`config.mk`:
```
export PLATFORM = sky130hd
export DESIGN_NAME = instr_fetch_unit_flat
export DESIGN_NICKNAME = d
export VERILOG_FILES = /design/src/rtl/fetch_pkg.sv /design/src/rtl/instr_fetch_unit_if.sv /design/src/rtl/fetch_skid_fifo.sv /design/src/rtl/instr_fetch_unit.sv /design/src/flat_wrapper.sv
export SDC_FILE = /design/constraint.sdc
export NUM_CORES = 1
export LEC_CHECK = 0
export ABC_AREA = 1
export CAP_MARGIN = 20
export CORE_MARGIN = 2
export CORE_UTILIZATION = 36
export DETAILED_ROUTE_END_ITERATION = 7
export GPL_ROUTABILITY_DRIVEN = 0
export HOLD_SLACK_MARGIN = 0.12
export SYNTH_ARGS = -nofsm -noshare
export SYNTH_HDL_FRONTEND = slang
export SYNTH_SLANG_ARGS = --single-unit
export TNS_END_PERCENT = 1
```
`constraint.sdc`:
```
create_clock -name clk -period 9.1 [get_ports clk]
set_input_delay 2.73 -clock clk [delete_from_list [all_inputs] [get_ports clk]]
set_output_delay 2.73 -clock clk [all_outputs]
set_load 0.05 [all_outputs]
```
`src/rtl/fetch_pkg.sv`:
```
// Shared widths and payload types for the instruction fetch stage.
package fetch_pkg;

  localparam int unsigned DATA_LENGTH = 32;
  localparam int unsigned MEM_LENGTH  = 512;

  // Address width for a word-addressed memory of the given depth.
  function automatic int unsigned addr_width(input int unsigned depth);
    return (depth <= 1) ? 1 : $clog2(depth);
  endfunction

  localparam int unsigned ADDR_W = addr_width(MEM_LENGTH);
  localparam int unsigned CNT_W  = 2;

  typedef struct packed {
    logic [ADDR_W-1:0]      pc;
    logic [DATA_LENGTH-1:0] instr;
  } fetch_entry_t;

endpackage

```
`src/rtl/instr_fetch_unit_if.sv`:
```
// Memory-side and decoder-side signals of the fetch stage.
interface instr_fetch_unit_if;
  import fetch_pkg::*;

  logic [ADDR_W-1:0]      mem_addr;
  logic                   mem_we;
  logic [DATA_LENGTH-1:0] mem_wdata;
  logic [DATA_LENGTH-1:0] mem_rdata;
  logic [DATA_LENGTH-1:0] instr;
  logic [ADDR_W-1:0]      instr_pc;
  logic                   instr_valid;
  logic                   instr_ready;
  logic                   redirect_valid;
  logic [ADDR_W-1:0]      redirect_pc;
  logic                   halt;

  modport master (
    output mem_addr, mem_we, mem_wdata, instr, instr_pc, instr_valid,
    input  mem_rdata, instr_ready, redirect_valid, redirect_pc, halt
  );

  modport slave (
    input  mem_addr, mem_we, mem_wdata, instr, instr_pc, instr_valid,
    output mem_rdata, instr_ready, redirect_valid, redirect_pc, halt
  );

endinterface

```
`src/rtl/fetch_skid_fifo.sv`:
```
// Two-entry fetch buffer; head entry is held in its own register so the
// decoder sees a registered instruction word.
module fetch_skid_fifo
  import fetch_pkg::*;
(
  input  logic             clk,
  input  logic             rst,
  input  logic             push,
  input  logic             pop,
  input  logic             flush,
  input  fetch_entry_t     din,
  output fetch_entry_t     head,
  output logic [CNT_W-1:0] count
);

  fetch_entry_t     head_q, head_d;
  fetch_entry_t     tail_q, tail_d;
  logic [CNT_W-1:0] count_q, count_d;

  // Next-state for head/tail/count; flush wins over push and pop.
  always_comb begin
    head_d  = head_q;
    tail_d  = tail_q;
    count_d = count_q;
    if (flush) begin
      count_d = '0;
    end else begin
      unique case ({push, pop})
        2'b10: begin
          if (count_q == '0) head_d = din;
          else               tail_d = din;
          count_d = count_q + CNT_W'(1);
        end
        2'b01: begin
          head_d  = tail_q;
          count_d = count_q - CNT_W'(1);
        end
        2'b11: begin
          if (count_q == CNT_W'(1)) begin
            head_d = din;
          end else begin
            head_d = tail_q;
            tail_d = din;
          end
        end
        default: ;
      endcase
    end
  end

  // Buffer state registers.
  always_ff @(posedge clk or posedge rst) begin
    if (rst) begin
      head_q  <= '0;
      tail_q  <= '0;
      count_q <= '0;
    end else begin
      head_q  <= head_d;
      tail_q  <= tail_d;
      count_q <= count_d;
    end
  end

  // The issue credit must never let a push land on a full buffer.
  assert property (@(posedge clk) disable iff (rst)
    (push && !pop && !flush) |-> (count_q != CNT_W'(2)));

  assign head  = head_q;
  assign count = count_q;

endmodule

```
`src/rtl/instr_fetch_unit.sv`:
```
// Instruction fetch stage: PC, one-deep memory read tracking, credit-based
// issue into a two-entry buffer, branch redirect and halt.
module instr_fetch_unit
  import fetch_pkg::*;
#(
  parameter logic [ADDR_W-1:0] RESET_PC = '0
)
(
  input logic                clk,
  input logic                rst,
  instr_fetch_unit_if.master bus
);

  logic [ADDR_W-1:0] pc_q, pc_d;
  logic [ADDR_W-1:0] inflight_pc_q, inflight_pc_d;
  logic              inflight_q, inflight_d;
  logic              pop_c, issue_c, push_c;
  logic [2:0]        occupancy_c;
  logic [CNT_W-1:0]  count;
  fetch_entry_t      head;
  fetch_entry_t      push_entry;

  // Issue only when the buffered plus in-flight words still fit after this pop.
  always_comb begin
    pop_c       = bus.instr_valid & bus.instr_ready;
    occupancy_c = 3'(count) + 3'(inflight_q) - 3'(pop_c);
    issue_c     = !bus.redirect_valid && !bus.halt && (occupancy_c < 3'd2);
    push_c      = inflight_q && !bus.redirect_valid;
    push_entry  = '{pc: inflight_pc_q, instr: bus.mem_rdata};
  end

  // Next PC and in-flight tracking; redirect overrides everything.
  always_comb begin
    pc_d          = pc_q;
    inflight_d    = 1'b0;
    inflight_pc_d = inflight_pc_q;
    if (bus.redirect_valid) begin
      pc_d = bus.redirect_pc;
    end else if (issue_c) begin
      inflight_d    = 1'b1;
      inflight_pc_d = pc_q;
      pc_d          = (pc_q == ADDR_W'(MEM_LENGTH - 1)) ? '0 : pc_q + ADDR_W'(1);
    end
  end

  // PC and in-flight registers.
  always_ff @(posedge clk or posedge rst) begin
    if (rst) begin
      pc_q          <= RESET_PC;
      inflight_q    <= 1'b0;
      inflight_pc_q <= '0;
    end else begin
      pc_q          <= pc_d;
      inflight_q    <= inflight_d;
      inflight_pc_q <= inflight_pc_d;
    end
  end

  fetch_skid_fifo u_fifo (
    .clk   (clk),
    .rst   (rst),
    .push  (push_c),
    .pop   (pop_c && !bus.redirect_valid),
    .flush (bus.redirect_valid),
    .din   (push_entry),
    .head  (head),
    .count (count)
  );

  assign bus.mem_addr    = pc_q;
  assign bus.mem_we      = 1'b0;
  assign bus.mem_wdata   = '0;
  assign bus.instr       = head.instr;
  assign bus.instr_pc    = head.pc;
  assign bus.instr_valid = (count != '0);

endmodule

```
`src/flat_wrapper.sv`:
```
// flat-port wrapper written by rule: the top's interface ports become plain ports
module instr_fetch_unit_flat import fetch_pkg::*;
#(
  parameter logic [ADDR_W-1:0] RESET_PC = '0
)
  (clk, rst, bus_mem_addr, bus_mem_we, bus_mem_wdata, bus_instr, bus_instr_pc, bus_instr_valid, bus_mem_rdata, bus_instr_ready, bus_redirect_valid, bus_redirect_pc, bus_halt);
  instr_fetch_unit_if bus_i ();
  input logic clk;
  input logic rst;
  output wire logic [$bits(bus_i.mem_addr)-1:0] bus_mem_addr;
  output wire logic [$bits(bus_i.mem_we)-1:0] bus_mem_we;
  output wire logic [$bits(bus_i.mem_wdata)-1:0] bus_mem_wdata;
  output wire logic [$bits(bus_i.instr)-1:0] bus_instr;
  output wire logic [$bits(bus_i.instr_pc)-1:0] bus_instr_pc;
  output wire logic [$bits(bus_i.instr_valid)-1:0] bus_instr_valid;
  input wire logic [$bits(bus_i.mem_rdata)-1:0] bus_mem_rdata;
  input wire logic [$bits(bus_i.instr_ready)-1:0] bus_instr_ready;
  input wire logic [$bits(bus_i.redirect_valid)-1:0] bus_redirect_valid;
  input wire logic [$bits(bus_i.redirect_pc)-1:0] bus_redirect_pc;
  input wire logic [$bits(bus_i.halt)-1:0] bus_halt;
  assign bus_mem_addr = bus_i.mem_addr;
  assign bus_mem_we = bus_i.mem_we;
  assign bus_mem_wdata = bus_i.mem_wdata;
  assign bus_instr = bus_i.instr;
  assign bus_instr_pc = bus_i.instr_pc;
  assign bus_instr_valid = bus_i.instr_valid;
  assign bus_i.mem_rdata = bus_mem_rdata;
  assign bus_i.instr_ready = bus_instr_ready;
  assign bus_i.redirect_valid = bus_redirect_valid;
  assign bus_i.redirect_pc = bus_redirect_pc;
  assign bus_i.halt = bus_halt;
  instr_fetch_unit #(.RESET_PC(RESET_PC)) u_core (.clk(clk), .rst(rst), .bus(bus_i));
endmodule
```
==> out/results.txt, run 1 <==
Status - finished clean
Worst Hold Class - reg2reg
CTS buffer count - 9
Maximum fanout along the worst path - 42
Clk buf depth - 2
Pre-CTS WS - 3.48 ns
Vias in the first global route - 4099
CP max-delay cell - clkdlybuf4s50_1
Cells after Synth - 683
FF-to-FF path depth - 12
VDD IR max - 0.000120 V
Tot Pwr - 0.00227 W
Initial drt markers - 258
RSZ-0062 raised after global routing - no
Layout cells sized above 1 - 4.97%
Die Height - 128 microns
Placed wire-length estimate - 7.51 mm
Worst flop-to-flop path endpoint - u_core.bus.mem_addr[5]$_DFFE_PP0P_
WS Path Type - in2reg
Worst rel slew slack - 39.3%
Die width - 128 microns
Worst Hold Launch - u_core.u_fifo.tail_q[9]$_DFFE_PP0P_
FF-to-FF Start - u_core.u_fifo.count[1]$_DFFE_PP0P_
Overflow left after global routing - 0
Synth area leader - dfrtp_1
Crit path largest cell delay - 0.87 ns
Number of synthesized flops with an enable pin - 0
Crit start category - input pin
CTS sink cnt - 103
Most frequent cell after synthesis - nand2_1
Core area - 0.0151 sq mm
FF/Latch Area - 0.00258 sq mm
Final setup violation count - 0
Fill count - 1474
# DRC - 0
Commonest cells post-synth - nand2_1, dfrtp_1, inv_1
Initial Util - 36.7%
Main area contributors after synthesis - dfrtp_1, nand2_1, inv_1
TNS Setup - 0 ns
Routed length per instance - 12.3 microns
Sequential area share after synthesis - 46.4%
Final ANT Viol Nets - 0
Global-route wire length before repair - 19.8 mm
Total die area - 0.0164 sq mm
Worst slew pin tran - 0.907 ns
Setup bufs post-CTS - 0
Root Driver - clkbuf_16
Worst skew pair latency - 0.35 ns
CTS tree - yes
Hold-critical path endpoint - u_core.u_fifo.tail_q[9]$_DFFE_PP0P_
Worst hold stages - 2
CTS Hold Bufs - 0
Worst EP required - 9.34 ns
H-tree levels - 3
Fin nets - 811
ANT cells - 0
Leak pwr - 3.46 nW
CP endpoint kind - flop
Top-Level Pins - 130
Antenna violations before repair - 0
GRT Util Overall - 15.0%
Clock Pin Slew Worst Setup and Hold Paths - 0.07 ns
Fin. Hold Viols - 0
Tcrit/Tclk final - 57.2%
#FFs+latches synth - 103
Vias - 4268
Final worst path period need - 5.21 ns
Max-cap violations - 0
Multi-input combinational cell area - 0.00223 sq mm
FF-to-FF setup slack - 6.06 ns
Layout area overhead - 20.5%
Mean Syn Cell Area - 8.14 sq um
First-pass DRT Iterations - 5
Setup slack after layout - 3.89 ns
CTS resizes - 0
Final Skew - 0.00704 ns
Worst path cell trace - clkdlybuf4s50_1, nor2_4, nand2_2, nand2_4, nand3_1, nand2_1, nor2_1
I/O Buffers - 96
Cell variety after synth - 33
Pin count of the biggest net entering global routing - 83
Slew Limit Fails - 0
Post-synthesis async set-or-reset flop share - 100%
Site row count - 45
Crit path DAT - 5.45 ns
Synthesized area - 0.00556 sq mm
Yosys top cell area share - 46.4%
Pwr dens - 339 mW/mm^2
WHS - 0.479 ns
Syn. warnings - 0
F_max - 0.192 GHz
Via density - 4.48
Routed WL - 11.7 mm
Final core utilization - 44.2%
Post-synth top flop - dfrtp_1
## per-stage QoR
step	instances	area (sq um)
finish	952	6700
global route	952	6700
CTS	952	6700
detailed placement	936	6410
global placement	936	6410
floorplan	715	5680
## layout make-up
class,instances,share of cell area (%)
sequential,103,38.5
multi-input combinational,445,33.3
timing repair buffer,97,14.5
inverter,103,5.92
tap,188,3.51
clock buffer,9,3.36
clock inverter,7,0.953
## state kept, by name, summed over array words and instances (netlist names)
signal and count:
u_core.u_fifo.tail_q 41, u_core.u_fifo.head 41, u_core.u_fifo.count 2, u_core.inflight_pc_q 9
u_core.inflight_q 1, u_core.bus.mem_addr 9
## how the worst max path moves through the flow
stage / slack, ns / to / start
global placement: 3.52 / u_core.u_fifo.head[35]$_DFFE_PP0P_ / bus_redirect_valid
detailed placement: 3.48 / u_core.u_fifo.head[38]$_DFFE_PP0P_ / bus_redirect_valid
floorplan: 3.67 / u_core.bus.mem_addr[0]$_DFFE_PP0P_ / rst
CTS: 3.85 / u_core.u_fifo.head[37]$_DFFE_PP0P_ / bus_redirect_valid
finish: 3.89 / u_core.u_fifo.head[4]$_DFFE_PP0P_ / bus_redirect_valid
global route: 3.57 / u_core.u_fifo.head[27]$_DFFE_PP0P_ / bus_redirect_valid
## routing by layer
| metal | vias up | share of wire (%) | global-route usage, % |
|---|---|---|---|
| li1 | 2188 | - | - |
| met3 | 17 | 4.3 | 2.67 |
| met2 | 97 | 44 | 23.7 |
| met1 | 1966 | 50 | 20.4 |
| met5 | - | 0 | 0 |
| met4 | 0 | 2.0 | 5.95 |
## cells by family after synthesis
logic type      Yosys count  share of synthesized area, %
fa+ha+maj                 6                          1.49
compound gates           59                          5.49
other cells               1                        0.0675
buf+inv                 167                          15.6
xor+xnor                  1                         0.158
simple gates            346                          30.8
flops                   103                          46.4
## worst max-delay path: cells and delay by family
| family | cells | cell delay (ns) |
|---|---|---|
| simple gates | 6 | 1.82 |
| buf+inv | 1 | 0.87 |
## where the power goes
part,internal [W],switching [W],total (W)
clock,0.000211,0.000170,0.000382
combinational,0.000390,0.000721,0.00111
sequential,0.000664,0.000115,0.000779
## layout by cell type (no fill, tap or decap), types with 15 or more instances in the layout
master             n
clkdlybuf4s50_1   96
nand3b_1          40
o21ai_0           15
conb_1            33
nand3_1           56
o21ai_1           41
nand2_1          144
nor2_1            50
inv_1             98
dfrtp_1          103
or2_0             38
No activity file was read; power rests on OpenSTA's default activity.
==> run 2, diff against run 1 <==
==> constraint.sdc (replaced) <==
create_clock -name clk -period 4.7 [get_ports clk]
set_input_delay 1.41 -clock clk [delete_from_list [all_inputs] [get_ports clk]]
set_output_delay 1.41 -clock clk [all_outputs]
set_load 0.05 [all_outputs]
==> run 2 against run 1 <==
Net effect: clock skew rose by 0.0024 ns; power rose by 92%; largest power group unchanged; global-route usage fell by 0.14 points; register-to-register slack got worse by 4.5 ns; design area rose by 0.24%; wire length rose by 0.20%; clock power rose by 81%; first-iteration DRC count fell by 21%; sequential cell count did not move; non-clock buffer count rose by 3.
==> out/results.txt, run 2 (synthesized netlist as in run 1, its figures left out) <==
Status - finished clean
First-pass DRT Iterations - 4 (-1)
CTS resizes - 0 (unchanged)
Most frequent cells in the layout - nand2_1, dfrtp_1, inv_1
Layout area overhead - 20.8%
RSZ-0062 raised after global routing - no
FF-to-FF Start - u_core.u_fifo.count[1]$_DFFE_PP0P_
Max-cap violations - 0 (unchanged)
H-tree levels - 3 (unchanged)
Cell Area, Placed - 0.00644 sq mm (+0.55%)
Post-route insts no fill - 955 (+0.32%)
Worst EP required - 4.97 ns (-4.37 ns)
Final core utilization - 44.3% (+0.11 points)
Crit start category - input pin
Worst skew pair latency - 0.34 ns (about the same)
Worst Hold Launch - u_core.u_fifo.tail_q[9]$_DFFE_PP0P_
Die width - 128 microns (unchanged)
Overflow left after global routing - 0 (unchanged)
VDD IR max - 0.000242 V (+100%)
Site row count - 45 (unchanged)
Final Cell Area - 0.00671 sq mm (+0.24%)
Top-Level Pins - 130 (unchanged)
FF-to-FF setup slack - 1.60 ns (-4.46 ns)
Crit path DAT - 4.13 ns (-1.32 ns)
FF-to-FF path depth - 12 (unchanged)
Final ANT Viol Nets - 0 (unchanged)
Clock share of power - 15.8% (-1.0 points)
Pwr dens - 649 mW/mm^2 (+91%)
Via density - 4.53 (+0.95%)
Sw Ratio - 44.5% (+0.17 points)
Core area - 0.0151 sq mm (unchanged)
Fill count - 1506 (+2.2%)
Placed Cells incl. Taps - 939 (+0.32%)
WS Path Type - in2reg
CP endpoint kind - flop
CP max-delay cell - clkdlybuf4s50_1
Initial Util - 36.7% (unchanged)
CTS buffer count - 9 (unchanged)
Routed WL - 11.7 mm (+0.20%)
Global-route wire length before repair - 20.0 mm (+1.0%)
Vias in the first global route - 4237 (+3.4%)
Initial drt markers - 203 (-21%)
Sequential share of power - 34.5% (+0.2 points)
Commonest non-fill, non-tap cell in the layout - nand2_1
Final setup violation count - 0 (unchanged)
Hold-critical path endpoint - u_core.u_fifo.tail_q[9]$_DFFE_PP0P_
Root Driver - clkbuf_16
Layout cells sized above 1 - 4.82% (-0.15 points)
Pin count of the biggest net entering global routing - 83 (unchanged)
Placed wire-length estimate - 7.78 mm (+3.5%)
Vias - 4322 (+1.3%)
GRT Util Overall - 14.8% (-0.14 points)
Clk buf depth - 2 (unchanged)
WHS - 0.480 ns (+0.00119 ns)
Setup bufs post-CTS - 0 (unchanged)
# DRC - 0 (unchanged)
Maximum fanout along the worst path - 18 (-57%)
Fin nets - 814 (+0.37%)
Worst path cell trace - clkdlybuf4s50_1, inv_2, nor2_2, ha_1, or2_2, fa_1, nand2_1, nor2_1, nand2_1, nor2_1, nand3_1, nand2_1
Slew Limit Fails - 0 (unchanged)
Psw - 0.00194 W (+93%)
I/O Buffers - 96 (unchanged)
Crit path top cell by count - nand2_1
Worst hold stages - 2 (unchanged)
Final Skew - 0.00944 ns (+0.00240 ns)
Antenna violations before repair - 0 (unchanged)
Worst slew pin tran - 0.887 ns (-0.0203 ns)
Worst flop-to-flop path endpoint - u_core.bus.mem_addr[7]$_DFFE_PP0P_
Internal Power - 0.00242 W (+91%)
Crit path largest cell delay - 0.54 ns (-0.33 ns)
Final worst path period need - 3.86 ns
Worst Hold Class - reg2reg
TNS Setup - 0 ns (unchanged)
CTS Hold Bufs - 0 (unchanged)
CTS sink cnt - 103 (unchanged)
Leak pwr - 3.46 nW (about the same)
Routed length per instance - 12.3 microns (-0.11%)
Multi-input combinational cell area - 0.00223 sq mm (unchanged)
Die Height - 128 microns (unchanged)
Comb pwr share - 49.7% (+0.8 points)
ANT cells - 0 (unchanged)
Tcrit/Tclk final - 82.1%
Fin. Hold Viols - 0 (unchanged)
Total die area - 0.0164 sq mm (unchanged)
FF/Latch Area - 0.00258 sq mm (unchanged)
Worst rel slew slack - 40.9% (+1.6 points)
CTS tree - yes
F_max - 0.259 GHz
Clock Pin Slew Worst Setup and Hold Paths - 0.06 ns (about the same)
==> run 2: cell count changes in the layout (fill, tap and decap cells not counted), sizes merged <==
cell and delta:
clkinv -5, clkinvlp +1, clkbuf +5, bufinv -1, buf +3
==> run 2: worst max-delay path: cells and delay by family <==
kind	cells	cell delay, ns
AND/OR/NAND/NOR	8	1.37
buffers and inverters	2	0.59
adder cells (fa/ha/maj)	2	0.75
==> run 2: how the worst max path moves through the flow <==
stage                    start                            endpoint  slack, ns  cells after the start
2_1_floorplan              rst  u_core.bus.mem_addr[0]$_DFFE_PP0P_       0.59                      1
3_3_place_gp   bus_instr_ready  u_core.bus.mem_addr[7]$_DFFE_PP0P_       0.57                     12
3_5_place_dp   bus_instr_ready  u_core.bus.mem_addr[5]$_DFFE_PP0P_       0.49                     12
4_1_cts        bus_instr_ready  u_core.bus.mem_addr[7]$_DFFE_PP0P_       0.85                     12
5_1_grt        bus_instr_ready  u_core.bus.mem_addr[7]$_DFFE_PP0P_       0.64                     13
6_report       bus_instr_ready  u_core.bus.mem_addr[7]$_DFFE_PP0P_       0.84                     12
==> run 2: metal layers <==
metal  wire length [microns]  up-vias  track usage, %
met5                       0        -               0
met4                     191        0            5.24
met3                     561       12            2.42
met2                    5480      108            24.4
met1                    5510     2001            19.9
li1                        -     2201               -
==> run 2: cell type report <==
cell class                      count  area share (%)
Tap cell                          188            3.50
Clock inverter                      2           0.242
Multi-Input combinational cell    445            33.2
Sequential cell                   103            38.4
Timing Repair Buffer              100            14.9
Inverter                          103            5.91
Clock buffer                       14            3.78
==> run 2: power by group through the flow <==
stage / Clock (W) / Combinational (W) / Sequential (W)
floorplan: 0 / 0.000962 / 0.00214
global placement: 0 / 0.00214 / 0.00150
detailed placement: 0 / 0.00218 / 0.00152
CTS: 0.000710 / 0.00219 / 0.00151
global route: 0.000750 / 0.00236 / 0.00156
finish: 0.000690 / 0.00217 / 0.00150
==> run 2: stage by stage <==
stage          setup slack [ns]  power (W)
3_5_place_dp              0.491    0.00370
4_1_cts                   0.846    0.00441
2_1_floorplan             0.586    0.00310
3_3_place_gp              0.574    0.00364
6_report                  0.843    0.00436
5_1_grt                   0.636    0.00468
==> run 3, diff against run 2 <==
==> constraint.sdc (replaced) <==
create_clock -name clk -period 3.9 [get_ports clk]
set_input_delay 1.17 -clock clk [delete_from_list [all_inputs] [get_ports clk]]
set_output_delay 1.17 -clock clk [all_outputs]
set_load 0.05 [all_outputs]
==> run 3 against run 2 <==
Net effect: setup slack got worse by 0.31 ns; first-iteration DRC count increased by 54%; power increased by 23%; critical path type unchanged; critical endpoint is now u_core.bus.mem_addr[4]$_DFFE_PP0P_.
==> out/results.txt, run 3 (synthesized netlist as in run 1, its figures left out) <==
Met3 Use GR - 3.05% (+0.63 points)
CTS tree - yes
Antenna violations before repair - 0 (unchanged)
GR Util met2 - 23.6% (-0.78 points)
Crit path DAT - 3.59 ns (-0.54 ns)
WP depth - 12 (unchanged)
Worst EP required - 4.13 ns (-0.84 ns)
Final ANT Viol Nets - 0 (unchanged)
Setup bufs post-CTS - 0 (unchanged)
Die width - 128 microns (unchanged)
Top-Level Pins - 130 (unchanged)
Final setup violation count - 0 (unchanged)
Max-cap violations - 0 (unchanged)
FF-to-FF path depth - 12 (unchanged)
Worst Hold Class - reg2reg
FF/Latch Area - 0.00258 sq mm (unchanged)
CTS Hold Bufs - 0 (unchanged)
CP top delay family - simple AND/OR/NAND/NOR gates
Vias - 4349 (+0.62%)
Worst hold stages - 2 (unchanged)
Met1 Use GR - 21.0% (+1.2 points)
Buf/Inv on CP - 3 (+1)
Hold-critical path endpoint - u_core.u_fifo.tail_q[27]$_DFFE_PP0P_
Multi-input combinational cell area - 0.00223 sq mm (unchanged)
Die Height - 128 microns (unchanged)
Worst Hold Launch - u_core.u_fifo.tail_q[27]$_DFFE_PP0P_
Vias in the first global route - 4236 (-0.024%)
Layout area overhead - 22.5%
CTS sink cnt - 103 (unchanged)
H-tree levels - 3 (unchanged)
Global-route wire length before repair - 20.1 mm (+0.90%)
CP max-delay cell - clkdlybuf4s50_1
Slew Limit Fails - 0 (unchanged)
TNS Setup - 0 ns (unchanged)
Initial drt markers - 312 (+54%)
CP endpoint kind - flop
Final Cell Area - 0.00681 sq mm (+1.4%)
Initial Util - 36.7% (unchanged)
CTS buffer count - 9 (unchanged)
Overflow left after global routing - 0 (unchanged)
Fin. Hold Viols - 0 (unchanged)
Grt peak-use layer - met2
Pin count of the biggest net entering global routing - 52 (-37%)
Routed WL - 11.9 mm (+1.7%)
Crit path largest cell delay - 0.54 ns (about the same)
VDD IR max - 0.000274 V (+13%)
Core area - 0.0151 sq mm (unchanged)
Layout cells sized above 1 - 5.83% (+1.0 points)
Crit start category - input pin
Fin nets - 819 (+0.61%)
Most frequent cells in the layout - nand2_1, dfrtp_1, inv_1
FF-to-FF setup slack - 1.06 ns (-0.54 ns)
Final Skew - 0.0112 ns (+0.00175 ns)
Via density - 4.53 (+0.10%)
Total die area - 0.0164 sq mm (unchanged)
Commonest non-fill, non-tap cell in the layout - nand2_1
Placed wire-length estimate - 7.95 mm (+2.2%)
Worst rel slew slack - 55.5% (+15 points)
ANT cells - 0 (unchanged)
Tcrit/Tclk final - 86.3%
# DRC - 0 (unchanged)
Worst path cell trace - clkdlybuf4s50_1, inv_2, nor2_2, ha_1, or2_2, fa_1, nand2_1, nor2_1, nand2_1, buf_4, nand3_1, nand3_1
Status - finished clean
First-pass DRT Iterations - 5 (+1)
RSZ-0062 raised after global routing - no
Pwr dens - 787 mW/mm^2 (+21%)
CTS resizes - 0 (unchanged)
F_max - 0.297 GHz
I/O Buffers - 96 (unchanged)
FF-to-FF Start - u_core.u_fifo.count[1]$_DFFE_PP0P_
Final worst path period need - 3.36 ns
Cell Area, Placed - 0.00651 sq mm (+0.97%)
WS Path Type - in2reg
Clock Pin Slew Worst Setup and Hold Paths - 0.07 ns (about the same)
Clk buf depth - 2 (unchanged)
Routed length per instance - 12.4 microns (+1.1%)
Fill count - 1529 (+1.5%)
Leak pwr - 3.52 nW (+1.6%)
Worst slew pin tran - 0.668 ns (-0.219 ns)
Root Driver - clkbuf_16
Worst flop-to-flop path endpoint - u_core.bus.mem_addr[4]$_DFFE_PP0P_
Site row count - 45 (unchanged)
GRT Util Overall - 15.2% (+0.38 points)
Maximum fanout along the worst path - 13 (-5)
Worst skew pair latency - 0.35 ns (about the same)
[run 3: cell count changes in the layout (fill, tap and decap cells not counted)]
| cell | change |
|---|---|
| buf_12 | +2 |
| buf_4 | +3 |
| bufinv_16 | +1 |
| clkbuf_1 | -3 |
| clkinv_2 | +2 |
| clkinv_4 | +1 |
| clkinvlp_4 | -1 |
[run 3: final cells by class]
type                    instances  area share (%)
clock buffers                  11            3.57
clock inverters                 5           0.846
inverters                     103            5.83
multi-input cells             445            32.8
flip-flops and latches        103            37.9
well taps                     188            3.46
repair buffers                105            15.7
[run 3: layer usage]
layer,routed length (microns),vias to the layer above,share of wire [%]
li1,-,2218,-
met1,5800,2012,49
met2,5350,109,45
met3,626,10,5.2
met4,155,0,1.3
met5,0,-,0
[run 3: worst register-to-register path, stage by stage (launching register included)]
cell and delay [ns]:
dfrtp_1 0.42, inv_1 0.13, ha_1 0.28, nor2_2 0.19, ha_1 0.25, or2_2 0.30
fa_1 0.50, nand2_1 0.05, nor2_1 0.08, nand2_1 0.14, buf_4 0.21, nand3_1 0.08
nand3_1 0.08
[run 3: worst max-delay path by stage]
stage               startpoint                            endpoint  slack, ns
6_report       bus_instr_ready  u_core.bus.mem_addr[4]$_DFFE_PP0P_       0.54
2_1_floorplan              rst  u_core.bus.mem_addr[0]$_DFFE_PP0P_       0.03
4_1_cts        bus_instr_ready  u_core.bus.mem_addr[4]$_DFFE_PP0P_       0.54
3_3_place_gp   bus_instr_ready  u_core.bus.mem_addr[4]$_DFFE_PP0P_       0.25
5_1_grt        bus_instr_ready  u_core.bus.mem_addr[2]$_DFFE_PP0P_       0.32
3_5_place_dp   bus_instr_ready  u_core.bus.mem_addr[4]$_DFFE_PP0P_       0.17
[run 3: report_power, final]
part	internal, W	switching [W]
Clock	0.000516	0.000395
Sequential	0.00155	0.000260
Combinational	0.000935	0.00170
Total	0.00300	0.00236
[run 3: through the flow]
step	cells	utilization, %	power, W	hold WS, ns	setup WS [ns]
floorplan	715	-	0.00374	0.446	0.0262
global placement	944	43.0	0.00442	0.458	0.252
detailed placement	944	43.0	0.00448	0.464	0.171
CTS	960	44.9	0.00542	0.482	0.540
global route	960	44.9	0.00575	0.505	0.317
finish	960	44.9	0.00535	0.479	0.535
==> variant 1: new RTL, settings of run 3 <==
Make the reset (`rst`) synchronous in 2 clocked blocks.
--- a/src/rtl/fetch_skid_fifo.sv
+++ b/src/rtl/fetch_skid_fifo.sv
@@ -51,3 +51,3 @@
   // Buffer state registers.
-  always_ff @(posedge clk or posedge rst) begin
+  always_ff @(posedge clk) begin
     if (rst) begin
--- a/src/rtl/instr_fetch_unit.sv
+++ b/src/rtl/instr_fetch_unit.sv
@@ -46,3 +46,3 @@
   // PC and in-flight registers.
-  always_ff @(posedge clk or posedge rst) begin
+  always_ff @(posedge clk) begin
     if (rst) begin
Behaviour: differs if rst is asserted again (counterexample within 4 cycles, from zero or initial values and one cycle with rst high); with rst held inactive, the same outputs for 4 cycles.
==> variant 1 against run 3 <==
  * First-iteration DRC count down 12%
  * Critical path type unchanged
  * Synthesized area decreased by 8.7%
  * Wire length decreased by 2.2%
  * Setup slack improved by 0.063 ns
  * Worst hold slack hardly changed
  * Cell area down 7.2%
  * Sequential cell count did not move
  * Global-route usage increased by 0.42 points
  * Synthesized cell count up 6.9%
  * Clock skew decreased by 0.0069 ns
Power is not compared: it rests on default switching activity, and its combinational part moved more than twofold at a synthesized area within 25%.
==> variant 1: results (changes against run 3) <==
<table>
<tr><th>Metric</th><th>Value</th></tr>
<tr><th colspan="2">Outcome</th></tr>
<tr><td>Status</td><td>completed (unchanged)</td></tr>
<tr><th colspan="2">Setup path</th></tr>
<tr><td>Max stage delay cell, worst path</td><td>fa_1 (was clkdlybuf4s50_1)</td></tr>
<tr><td>Register-to-Register Path Depth</td><td>17 (was 12)</td></tr>
<tr><td>Slowest cell delay on critical path</td><td>0.52 ns (was 0.54 ns)</td></tr>
<tr><td>Worst r2r src</td><td>u_core.u_fifo.count[1] (unchanged)</td></tr>
<tr><td>Setup slack on the worst flop-to-flop path</td><td>1.08 ns (was 1.06 ns)</td></tr>
<tr><th colspan="2">Logic synthesis</th></tr>
<tr><td>Complex-gate fraction of the synthesized area</td><td>0.219 (was 0.0549)</td></tr>
<tr><td>Synthesized-area fraction occupied by xor and xnor cells</td><td>0.00345 (was 0.00158)</td></tr>
<tr><td>Most area-consuming cells after synthesis</td><td>dfxtp_1 41%, o21ai_0 13%, inv_1 9.4% (was dfrtp_1 46%, nand2_1 9.7%, inv_1 6.7%)</td></tr>
<tr><td>Unique masters post-synth</td><td>27 (was 33)</td></tr>
<tr><td>Part of the Yosys area used for sequential elements</td><td>0.406 (was 0.464)</td></tr>
<tr><td>Adder-cell share of the synthesized area</td><td>0.0261 (was 0.0149)</td></tr>
<tr><td>Share of synthesized flip-flops with an asynchronous set or reset</td><td>0 (was 1.00)</td></tr>
<tr><th colspan="2">Finish</th></tr>
<tr><td>Share of final-layout standard cells stronger than drive strength 1</td><td>0.0484 (was 0.0583)</td></tr>
<tr><td>Layout fillers</td><td>1416 (was 1529)</td></tr>
<tr><td>Final net count</td><td>859 (was 819)</td></tr>
<tr><th colspan="2">STA</th></tr>
<tr><td>Fin Clk Skew</td><td>0.00433 ns (was 0.0112 ns)</td></tr>
<tr><td>Worst Tran Pin Value</td><td>0.658 ns (was 0.668 ns)</td></tr>
<tr><th colspan="2">Drt</th></tr>
<tr><td>Detailed-routing iteration count for the pre-antenna-repair pass</td><td>4 (was 5)</td></tr>
<tr><td>Number of design-rule violations left by the first detailed-router iteration</td><td>275 (was 312)</td></tr>
<tr><td>Number of vias per cell</td><td>4.55 (was 4.53)</td></tr>
<tr><th colspan="2">GRT</th></tr>
<tr><td>First-pass GRT wire length</td><td>18.9 mm (was 20.1 mm)</td></tr>
<tr><td>Via count of the first global-routing pass</td><td>3930 (was 4236)</td></tr>
<tr><td>Largest net degree at the start of global routing</td><td>59 (was 52)</td></tr>
<tr><th colspan="2">Placement</th></tr>
<tr><td>Half-perimeter wire length after detailed placement</td><td>7.83 mm (was 7.95 mm)</td></tr>
</table>
variant 1: routing by layer:
metal,vias up,track usage,part of all wire
met5,-,0,0
met4,0,0.0417,0.011
met3,10,0.0353,0.049
met2,125,0.246,0.44
met1,1942,0.215,0.50
li1,2408,-,-
variant 1: cells by family after synthesis:
group           after synthesis
other cells                   1
compound gates              220
flops                       103
xor+xnor                      2
fa+ha+maj                    10
buf+inv                     208
simple gates                186
variant 1: through the flow:
stage | utilization | worst slack (ns) | area (sq um) | cells
finish | 0.457 | 0.598 | 6320 | 985
global route | 0.457 | 0.431 | 6320 | 985
CTS | 0.457 | 0.604 | 6320 | 985
detailed placement | 0.439 | 0.246 | 6060 | 972
global placement | 0.439 | 0.253 | 6060 | 972
floorplan | - | 0.534 | 5190 | 762
variant 1: critical path, delay by kind of cell:
family	cells	cell delay, ns
adder cells (fa/ha/maj)	2	0.73
buffers and inverters	3	0.56
AND/OR/NAND/NOR	10	1.04
variant 1: how the worst min path moves through the flow:
stage,end,slack (ns),cells past startpoint
finish,u_core.u_fifo.tail_q[39],0.48,2
global route,u_core.inflight_pc_q[4],0.51,2
CTS,u_core.inflight_pc_q[7],0.48,2
detailed placement,u_core.inflight_pc_q[7],0.47,2
global placement,u_core.inflight_pc_q[4],0.47,2
floorplan,u_core.u_fifo.tail_q[32],0.44,2
variant 1: power breakdown:
part           internal [mW]  switching, mW
Clock                  0.438          0.360
Combinational          0.113          0.243
Sequential              1.08         0.0194
variant 1: final cells by class:
| cell class | count | area share |
|---|---|---|
| Timing Repair Buffer | 108 | 0.170 |
| Sequential cell | 103 | 0.326 |
| Multi-Input combinational cell | 451 | 0.351 |
| Clock inverter | 2 | 0.00158 |
| Tap cell | 180 | 0.0357 |
| Clock buffer | 11 | 0.0384 |
| Inverter | 130 | 0.0772 |
==> variant 2: new RTL, settings of run 3 <==
Without the edit above. The package constant `MEM_LENGTH` goes from 512 to 1024.
--- a/src/rtl/fetch_pkg.sv
+++ b/src/rtl/fetch_pkg.sv
@@ -4,3 +4,3 @@
   localparam int unsigned DATA_LENGTH = 32;
-  localparam int unsigned MEM_LENGTH  = 512;
+  localparam int unsigned MEM_LENGTH  = 1024;
 
Ports: changed (resized bus_instr_pc, bus_mem_addr and bus_redirect_pc); port bits go from 130 to 133. No check against the original RTL was run, so the function may have changed too.
==> variant 2 against run 3 <==
  * Setup slack gained 0.037 ns
  * Clock skew decreased by 0.0065 ns
  * Sequential cell count grew 4
  * Synthesized area shrank 5.4%
  * Register-to-register slack improved by 0.04 ns
  * Wire length increased by 1.9%
  * Clock power rose by 8.6%
  * Sequential share of layout area up 2.6 points
  * Sequential power grew 4%
  * Cell area decreased by 2.8%
  * Count of clock-buffer cells in the layout unchanged
  * Power is 0.97% lower
  * Critical path type unchanged
==> variant 2: results (changes against run 3) <==
<table>
<tr><th>Metric</th><th>Value</th></tr>
<tr><th colspan="2">Setup path</th></tr>
<tr><td>Register-to-Register Path Depth</td><td>13 (was 12)</td></tr>
<tr><td>Slowest cell delay on critical path</td><td>0.49 ns (was 0.54 ns)</td></tr>
<tr><td>Max stage delay cell, worst path</td><td>fa_1 (was clkdlybuf4s50_1)</td></tr>
<tr><th colspan="2">Finish</th></tr>
<tr><td>Final cell utilization of the core</td><td>0.459 (was 0.449)</td></tr>
<tr><td>Final cell count without fillers</td><td>932 (was 960)</td></tr>
<tr><td>Area of the multi-input gates</td><td>2000 sq um (was 2230 sq um)</td></tr>
<tr><td>Sequential Area</td><td>2680 sq um (was 2580 sq um)</td></tr>
<tr><td>Portion of the layout cell area used by non-clock buffers</td><td>0.168 (was 0.157)</td></tr>
<tr><th colspan="2">Outcome</th></tr>
<tr><td>Status</td><td>completed (unchanged)</td></tr>
<tr><th colspan="2">Logic synthesis</th></tr>
<tr><td>Adder-cell share of the synthesized area</td><td>0.0133 (was 0.0149)</td></tr>
<tr><td>Unique masters post-synth</td><td>27 (was 33)</td></tr>
<tr><td>Per-instance average area after synthesis</td><td>8.01 sq um (was 8.14 sq um)</td></tr>
<tr><td>Synthesized-area fraction occupied by xor and xnor cells</td><td>0.00500 (was 0.00158)</td></tr>
<tr><td>Yosys top cell area share</td><td>0.509 (was 0.464)</td></tr>
<tr><td>Part of the Yosys area used for sequential elements</td><td>0.509 (was 0.464)</td></tr>
<tr><th colspan="2">Power</th></tr>
<tr><td>Worst IR drop on VDD</td><td>0.376 mV (was 0.274 mV)</td></tr>
<tr><td>Static Leakage</td><td>3.11 nW (was 3.52 nW)</td></tr>
<tr><td>Switching share of power</td><td>0.437 (was 0.440)</td></tr>
<tr><th colspan="2">Die</th></tr>
<tr><td>Tap cells</td><td>184 (was 188)</td></tr>
<tr><th colspan="2">STA</th></tr>
<tr><td>Fin Clk Skew</td><td>0.00468 ns (was 0.0112 ns)</td></tr>
<tr><td>Worst Tran Pin Value</td><td>0.887 ns (was 0.668 ns)</td></tr>
<tr><th colspan="2">Drt</th></tr>
<tr><td>Number of design-rule violations left by the first detailed-router iteration</td><td>341 (was 312)</td></tr>
<tr><th colspan="2">Placement</th></tr>
<tr><td>Placement Setup Slack</td><td>0.203 ns (was 0.171 ns)</td></tr>
<tr><th colspan="2">GRT</th></tr>
<tr><td>Met1 usage in global routing</td><td>0.222 (was 0.210)</td></tr>
<tr><td>Global-route track usage on met3</td><td>0.0399 (was 0.0305)</td></tr>
</table>
==> variant 2: power groups by stage <==
stage | combinational [mW] | clock (mW) | sequential [mW]
floorplan | 0.916 | 0 | 2.65
global placement | 2.41 | 0 | 1.88
detailed placement | 2.45 | 0 | 1.89
CTS | 2.46 | 1.03 | 1.88
global route | 2.64 | 1.08 | 1.94
finish | 2.44 | 0.988 | 1.88
==> variant 2: path summary, 6_finish.rpt <==
check                                         start                        to  slack [ns]
min reg2reg                u_core.u_fifo.tail_q[35]  u_core.u_fifo.tail_q[35]        0.48
max reg2reg                  u_core.u_fifo.count[1]    u_core.bus.mem_addr[0]        1.10
min in group asynchronous                       rst    u_core.u_fifo.count[0]        1.32
max in group asynchronous                       rst    u_core.u_fifo.head[20]        1.84
min                        u_core.u_fifo.tail_q[35]  u_core.u_fifo.tail_q[35]        0.48
max                                 bus_instr_ready    u_core.bus.mem_addr[0]        0.57
